File: src/rtl/rv32i_types_pkg.sv
// Shared types for the execute/writeback boundary.
package rv32i_types_pkg;

  // Widest result the writeback path carries; narrower words are zero-extended.
  localparam int WB_DATA_MAX = 64;

  typedef enum logic [1:0] {
    WB_NONE = 2'd0,
    WB_AU   = 2'd1,
    WB_MUL  = 2'd2,
    WB_DIV  = 2'd3
  } wb_src_t;

  typedef struct packed {
    logic [4:0]             rd;
    logic [WB_DATA_MAX-1:0] wdata;
  } wb_req_t;

endpackage

File: src/rtl/exec_wb_arbiter_slot.sv
// One-entry holding slot for a multi-cycle unit result, with starvation age.
module wb_hold_slot
  import rv32i_types_pkg::*;
#(
  parameter int STARVE_LIMIT = 4
) (
  input  logic    CLK,
  input  logic    RST,
  input  logic    flush,
  input  logic    load,
  input  logic    grant,
  input  wb_req_t req,
  output logic    held,
  output logic    urgent,
  output logic    ready,
  output wb_req_t entry
);

  localparam logic [3:0] LIMIT = 4'(STARVE_LIMIT);

  logic [3:0] cnt;

  // Slot can take a new result when empty, when draining this cycle, or while
  // reset/flush throw everything away anyway.
  always_comb begin
    ready  = RST || flush || !held || grant;
    urgent = held && (cnt == LIMIT);
  end

  // Hold state and age: a refill in the grant cycle keeps the slot occupied.
  always_ff @(posedge CLK) begin
    if (RST) begin
      held  <= 1'b0;
      cnt   <= 4'd0;
      entry <= '0;
    end else if (flush) begin
      held <= 1'b0;
      cnt  <= 4'd0;
    end else if (load) begin
      held  <= 1'b1;
      cnt   <= 4'd0;
      entry <= req;
    end else if (grant) begin
      held <= 1'b0;
      cnt  <= 4'd0;
    end else if (held && (cnt != LIMIT)) begin
      cnt <= cnt + 4'd1;
    end
  end

endmodule

File: src/rtl/exec_wb_arbiter.sv
// Register-file write port arbiter: AU first, MUL/DIV slots round-robin,
// starving slots forced through by stalling the AU.
module exec_wb_arbiter
  import rv32i_types_pkg::*;
#(
  parameter int STARVE_LIMIT = 4,
  parameter int WORD_W       = 32
) (
  input  logic              CLK,
  input  logic              RST,
  input  logic              flush,
  input  logic              au_valid,
  input  logic [4:0]        au_rd,
  input  logic [WORD_W-1:0] au_wdata,
  output logic              au_stall,
  input  logic              mul_valid,
  input  logic [4:0]        mul_rd,
  input  logic [WORD_W-1:0] mul_wdata,
  output logic              mul_ready,
  input  logic              div_valid,
  input  logic [4:0]        div_rd,
  input  logic [WORD_W-1:0] div_wdata,
  output logic              div_ready,
  output logic              rf_wen,
  output logic [4:0]        rf_rd,
  output logic [WORD_W-1:0] rf_wdata,
  output wb_src_t           rf_src,
  output logic              busy
);

  logic    held_mul, held_div, urg_mul, urg_div;
  logic    gnt_mul, gnt_div, gnt_au;
  logic    load_mul, load_div;
  logic    rr_div;  // 0: MUL wins the next tie, 1: DIV wins
  wb_req_t req_mul, req_div, ent_mul, ent_div;

  // Pack incoming results; x0 destinations complete the handshake but are not stored.
  always_comb begin
    req_mul.rd    = mul_rd;
    req_mul.wdata = WB_DATA_MAX'(mul_wdata);
    req_div.rd    = div_rd;
    req_div.wdata = WB_DATA_MAX'(div_wdata);
    load_mul      = mul_valid && mul_ready && (mul_rd != 5'd0);
    load_div      = div_valid && div_ready && (div_rd != 5'd0);
  end

  wb_hold_slot #(.STARVE_LIMIT(STARVE_LIMIT)) u_slot_mul (
    .CLK    (CLK),
    .RST    (RST),
    .flush  (flush),
    .load   (load_mul),
    .grant  (gnt_mul),
    .req    (req_mul),
    .held   (held_mul),
    .urgent (urg_mul),
    .ready  (mul_ready),
    .entry  (ent_mul)
  );

  wb_hold_slot #(.STARVE_LIMIT(STARVE_LIMIT)) u_slot_div (
    .CLK    (CLK),
    .RST    (RST),
    .flush  (flush),
    .load   (load_div),
    .grant  (gnt_div),
    .req    (req_div),
    .held   (held_div),
    .urgent (urg_div),
    .ready  (div_ready),
    .entry  (ent_div)
  );

  // Grant selection: urgent slots, then AU, then held slots by round-robin.
  always_comb begin
    gnt_mul = 1'b0;
    gnt_div = 1'b0;
    gnt_au  = 1'b0;
    if (urg_mul && urg_div) begin
      gnt_mul = !rr_div;
      gnt_div = rr_div;
    end else if (urg_mul) begin
      gnt_mul = 1'b1;
    end else if (urg_div) begin
      gnt_div = 1'b1;
    end else if (au_valid) begin
      gnt_au = 1'b1;
    end else if (held_mul && held_div) begin
      gnt_mul = !rr_div;
      gnt_div = rr_div;
    end else if (held_mul) begin
      gnt_mul = 1'b1;
    end else if (held_div) begin
      gnt_div = 1'b1;
    end
  end

  // AU is held off only when a starving slot takes the port; never during flush/reset.
  always_comb begin
    au_stall = au_valid && (urg_mul || urg_div) && !flush && !RST;
    busy     = held_mul || held_div;
  end

  // Round-robin pointer moves past whichever slot was just served.
  always_ff @(posedge CLK) begin
    if (RST) begin
      rr_div <= 1'b0;
    end else if (!flush) begin
      if (gnt_mul)      rr_div <= 1'b1;
      else if (gnt_div) rr_div <= 1'b0;
    end
  end

  // Writeback register; address/data hold their last written value when idle.
  always_ff @(posedge CLK) begin
    if (RST) begin
      rf_wen   <= 1'b0;
      rf_rd    <= 5'd0;
      rf_wdata <= '0;
      rf_src   <= WB_NONE;
    end else begin
      rf_wen <= 1'b0;
      rf_src <= WB_NONE;
      if (!flush) begin
        if (gnt_mul) begin
          rf_wen   <= 1'b1;
          rf_rd    <= ent_mul.rd;
          rf_wdata <= WORD_W'(ent_mul.wdata);
          rf_src   <= WB_MUL;
        end else if (gnt_div) begin
          rf_wen   <= 1'b1;
          rf_rd    <= ent_div.rd;
          rf_wdata <= WORD_W'(ent_div.wdata);
          rf_src   <= WB_DIV;
        end else if (gnt_au) begin
          rf_src <= WB_AU;
          if (au_rd != 5'd0) begin
            rf_wen   <= 1'b1;
            rf_rd    <= au_rd;
            rf_wdata <= au_wdata;
          end
        end
      end
    end
  end

endmodule

File: config.mk
export PLATFORM = sky130hd
export DESIGN_NAME = exec_wb_arbiter
export DESIGN_NICKNAME = d
export VERILOG_FILES = /design/src/rtl/rv32i_types_pkg.sv /design/src/rtl/exec_wb_arbiter_slot.sv /design/src/rtl/exec_wb_arbiter.sv
export SDC_FILE = /design/constraint.sdc
export NUM_CORES = 1
export LEC_CHECK = 0
export ABC_AREA = 1
export CAP_MARGIN = 20
export CORE_ASPECT_RATIO = 1.2
export CORE_MARGIN = 2
export CORE_UTILIZATION = 53
export DETAILED_ROUTE_END_ITERATION = 10
export PLACE_DENSITY = 0.93
export SYNTH_ARGS = -nofsm -noshare
export SYNTH_HDL_FRONTEND = slang
export SYNTH_HIERARCHICAL = 1
export SYNTH_SLANG_ARGS = --single-unit
File: constraint.sdc
create_clock -name CLK -period 2.8 [get_ports CLK]
set_clock_uncertainty 0.15 [all_clocks]
set_input_delay 0.42 -clock CLK [delete_from_list [all_inputs] [get_ports CLK]]
set_output_delay 0.42 -clock CLK [all_outputs]
set_load 0.02 [all_outputs]
==> flow_summary.json <==
{
  "status": "complete, no violations",
  "cts_root_buffer": "clkbuf_16",
  "std_cell_rows": 43,
  "final_cell_count_no_fill": 1253,
  "dp_hpwl_um": 11700,
  "r2r_slack_ns": 0.19,
  "drt_iter0_drc": 609,
  "finalPower_mw": 5.34,
  "utilization_pct": 73.2,
  "fin_setup_tns_ns": 0,
  "tritoncts": "built",
  "maxCapViolCount": 0,
  "drc_errors": 0,
  "postCtsHoldBufs": 0,
  "vias": 6748,
  "cts.reportedPaths.clkPinSlew_ns": 0.06,
  "die_x_um": 103,
  "required_ns": 2.23,
  "cp_slowest_stage_delay_ns": 0.34,
  "post_cts_buffers": 0,
  "ant_nets": 0,
  "placedCellCount": 1222,
  "overflow": 0,
  "cp-start-kind": "flip-flop",
  "area_growth_pct": 35.6,
  "firstDrtPassIters": 6,
  "regArea_um2": 2500,
  "ios": 161,
  "post-route-period-util_pct": 94.6,
  "cts_made_buffers": 17,
  "worstPathCellList": "inv_1 > ha_1 > nand3_1 > nor2_2 > inv_2 > o21ai_2 > nand2_2 > inv_2 > inv_1 > nand3_1 > clkbuf_2",
  "hold_viol": 0,
  "clock_path_buffers": 2,
  "layout-drive-gt1-share_pct": 6.48,
  "slew_viol_final": 0,
  "fmax_mhz": 377,
  "grt_start_max_net_pins": 45,
  "n_antenna_cell": 0,
  "final_cell_area_um2": 8430,
  "grt_pass1_wl_um": 29800,
  "die_area_um2": 12600,
  "p_leak_nw": 3.70,
  "htree_levels": 4,
  "syn_inst": 954,
  "synth_fp_nets": 1075,
  "powerDensity_nw_per_um2": 633,
  "initial_core_util_pct": 54.0,
  "syn-cell-area_um2": 6220,
  "worst_setup_path_end_kind": "output pin",
  "slowest_stage": "dfxtp_1",
  "hold_path.class": "flip-flop to flip-flop",
  "setup_violations": 0,
  "final_nets": 1205,
  "die_h_um": 123,
  "worst_pin_slew_ns": 0.622,
  "postPlaceCellArea_um2": 7760,
  "worst_skew_pair.late_latency_ns": 0.42,
  "multi_input_area_um2": 3000,
  "syn_avg_cell_area_um2": 6.52,
  "grtUsageTotal_pct": 30.9,
  "port_buffers": 160,
  "wl_per_cell_um": 15.7,
  "routed_wl_um": 19700,
  "antenna_found_initial": 0,
  "vias_per_cell": 5.39,
  "grt_pass1_vias": 6369,
  "layout_min_cycle_time_ns": 2.65,
  "relSlewSlack_pct": 58.5,
  "worstPathArrival_ns": 2.08,
  "cts_sinks": 125,
  "gp_congestion": 0.861,
  "peakVddDrop_uv": 417,
  "path_class": "flip-flop to output pin",
  "n_fill_cell": 898,
  "yosys_warnings": 6,
  "core_area_um2": 11500,
  "crit_fanout": 4,
  "post_cts_resized": 4
}
[registers in the layout, indices dropped and copies added (netlist names)]
| signal | count |
|---|---|
| rf_rd | 5 |
| rf_src | 2 |
| rf_wdata | 32 |
| rf_wen | 1 |
| rr_div | 1 |
| u_slot_div/cnt | 4 |
| u_slot_div/entry | 37 |
| u_slot_div/held | 1 |
| u_slot_mul/cnt | 4 |
| u_slot_mul/entry | 37 |
| u_slot_mul/held | 1 |
[final timing paths]
check,end,cells after the start,from
hold / removal,u_slot_div/entry[27],2,u_slot_div/entry[27]
setup reg to reg,u_slot_mul/entry[67],17,u_slot_mul/cnt[0]
hold reg to reg,u_slot_div/entry[27],2,u_slot_div/entry[27]
setup / recovery,mul_ready,11,u_slot_mul/cnt[0]
[power breakdown]
part	switching (mW)	internal [mW]	total (mW)	leakage, nW
Clock	0.812	1.69	2.50	0.320
Combinational	0.462	0.395	0.857	2.35
Sequential	0.0708	1.91	1.98	1.03
[layer usage]
metal  vias up  track usage (%)  part of all wire [%]
met5         -                0                     0
met4         0             19.3                   4.9
met3       106             7.00                   9.8
met2       445             50.2                    48
met1      2996             36.5                    38
li1       3201                -                     -
[per-stage QoR]
step                      hold WS (ns)  worst slack (ns)
after global placement           0.330             0.236
after global routing             0.384         -0.000702
after floorplan                  0.321             0.136
final                            0.363             0.150
after CTS                        0.363            0.0136
after detailed placement         0.339             0.155
[critical path, delay by kind of cell, from the launching register on]
family                     cells  cell delay (ns)
adders and majority gates      1             0.14
DFF                            1             0.34
buffers and inverters          5             0.47
and+or+nand+nor                4             0.54
AOI/OAI and AO/OA              1             0.16
[layout make-up]
cell class	count	share of cell area, %
sequential	125	29.7
tap	157	2.33
inverter	75	3.37
clock inverter	11	2.55
timing repair buffer	178	21.1
clock buffer	20	5.30
multi-input combinational	687	35.6
[cell usage in the layout, fill, tap and decap left out, drive strengths merged, types with 4 or more instances in the layout]
master	n
a21boi	37
nor3	4
ha	4
clkbuf	22
nor2	315
inv	75
dfxtp	125
clkinv	4
nand2	178
o21ai	78
a21oi	7
nand3	57
buf	18
bufinv	6
clkdlybuf4s50	157
(Power assumes the default switching activity.)
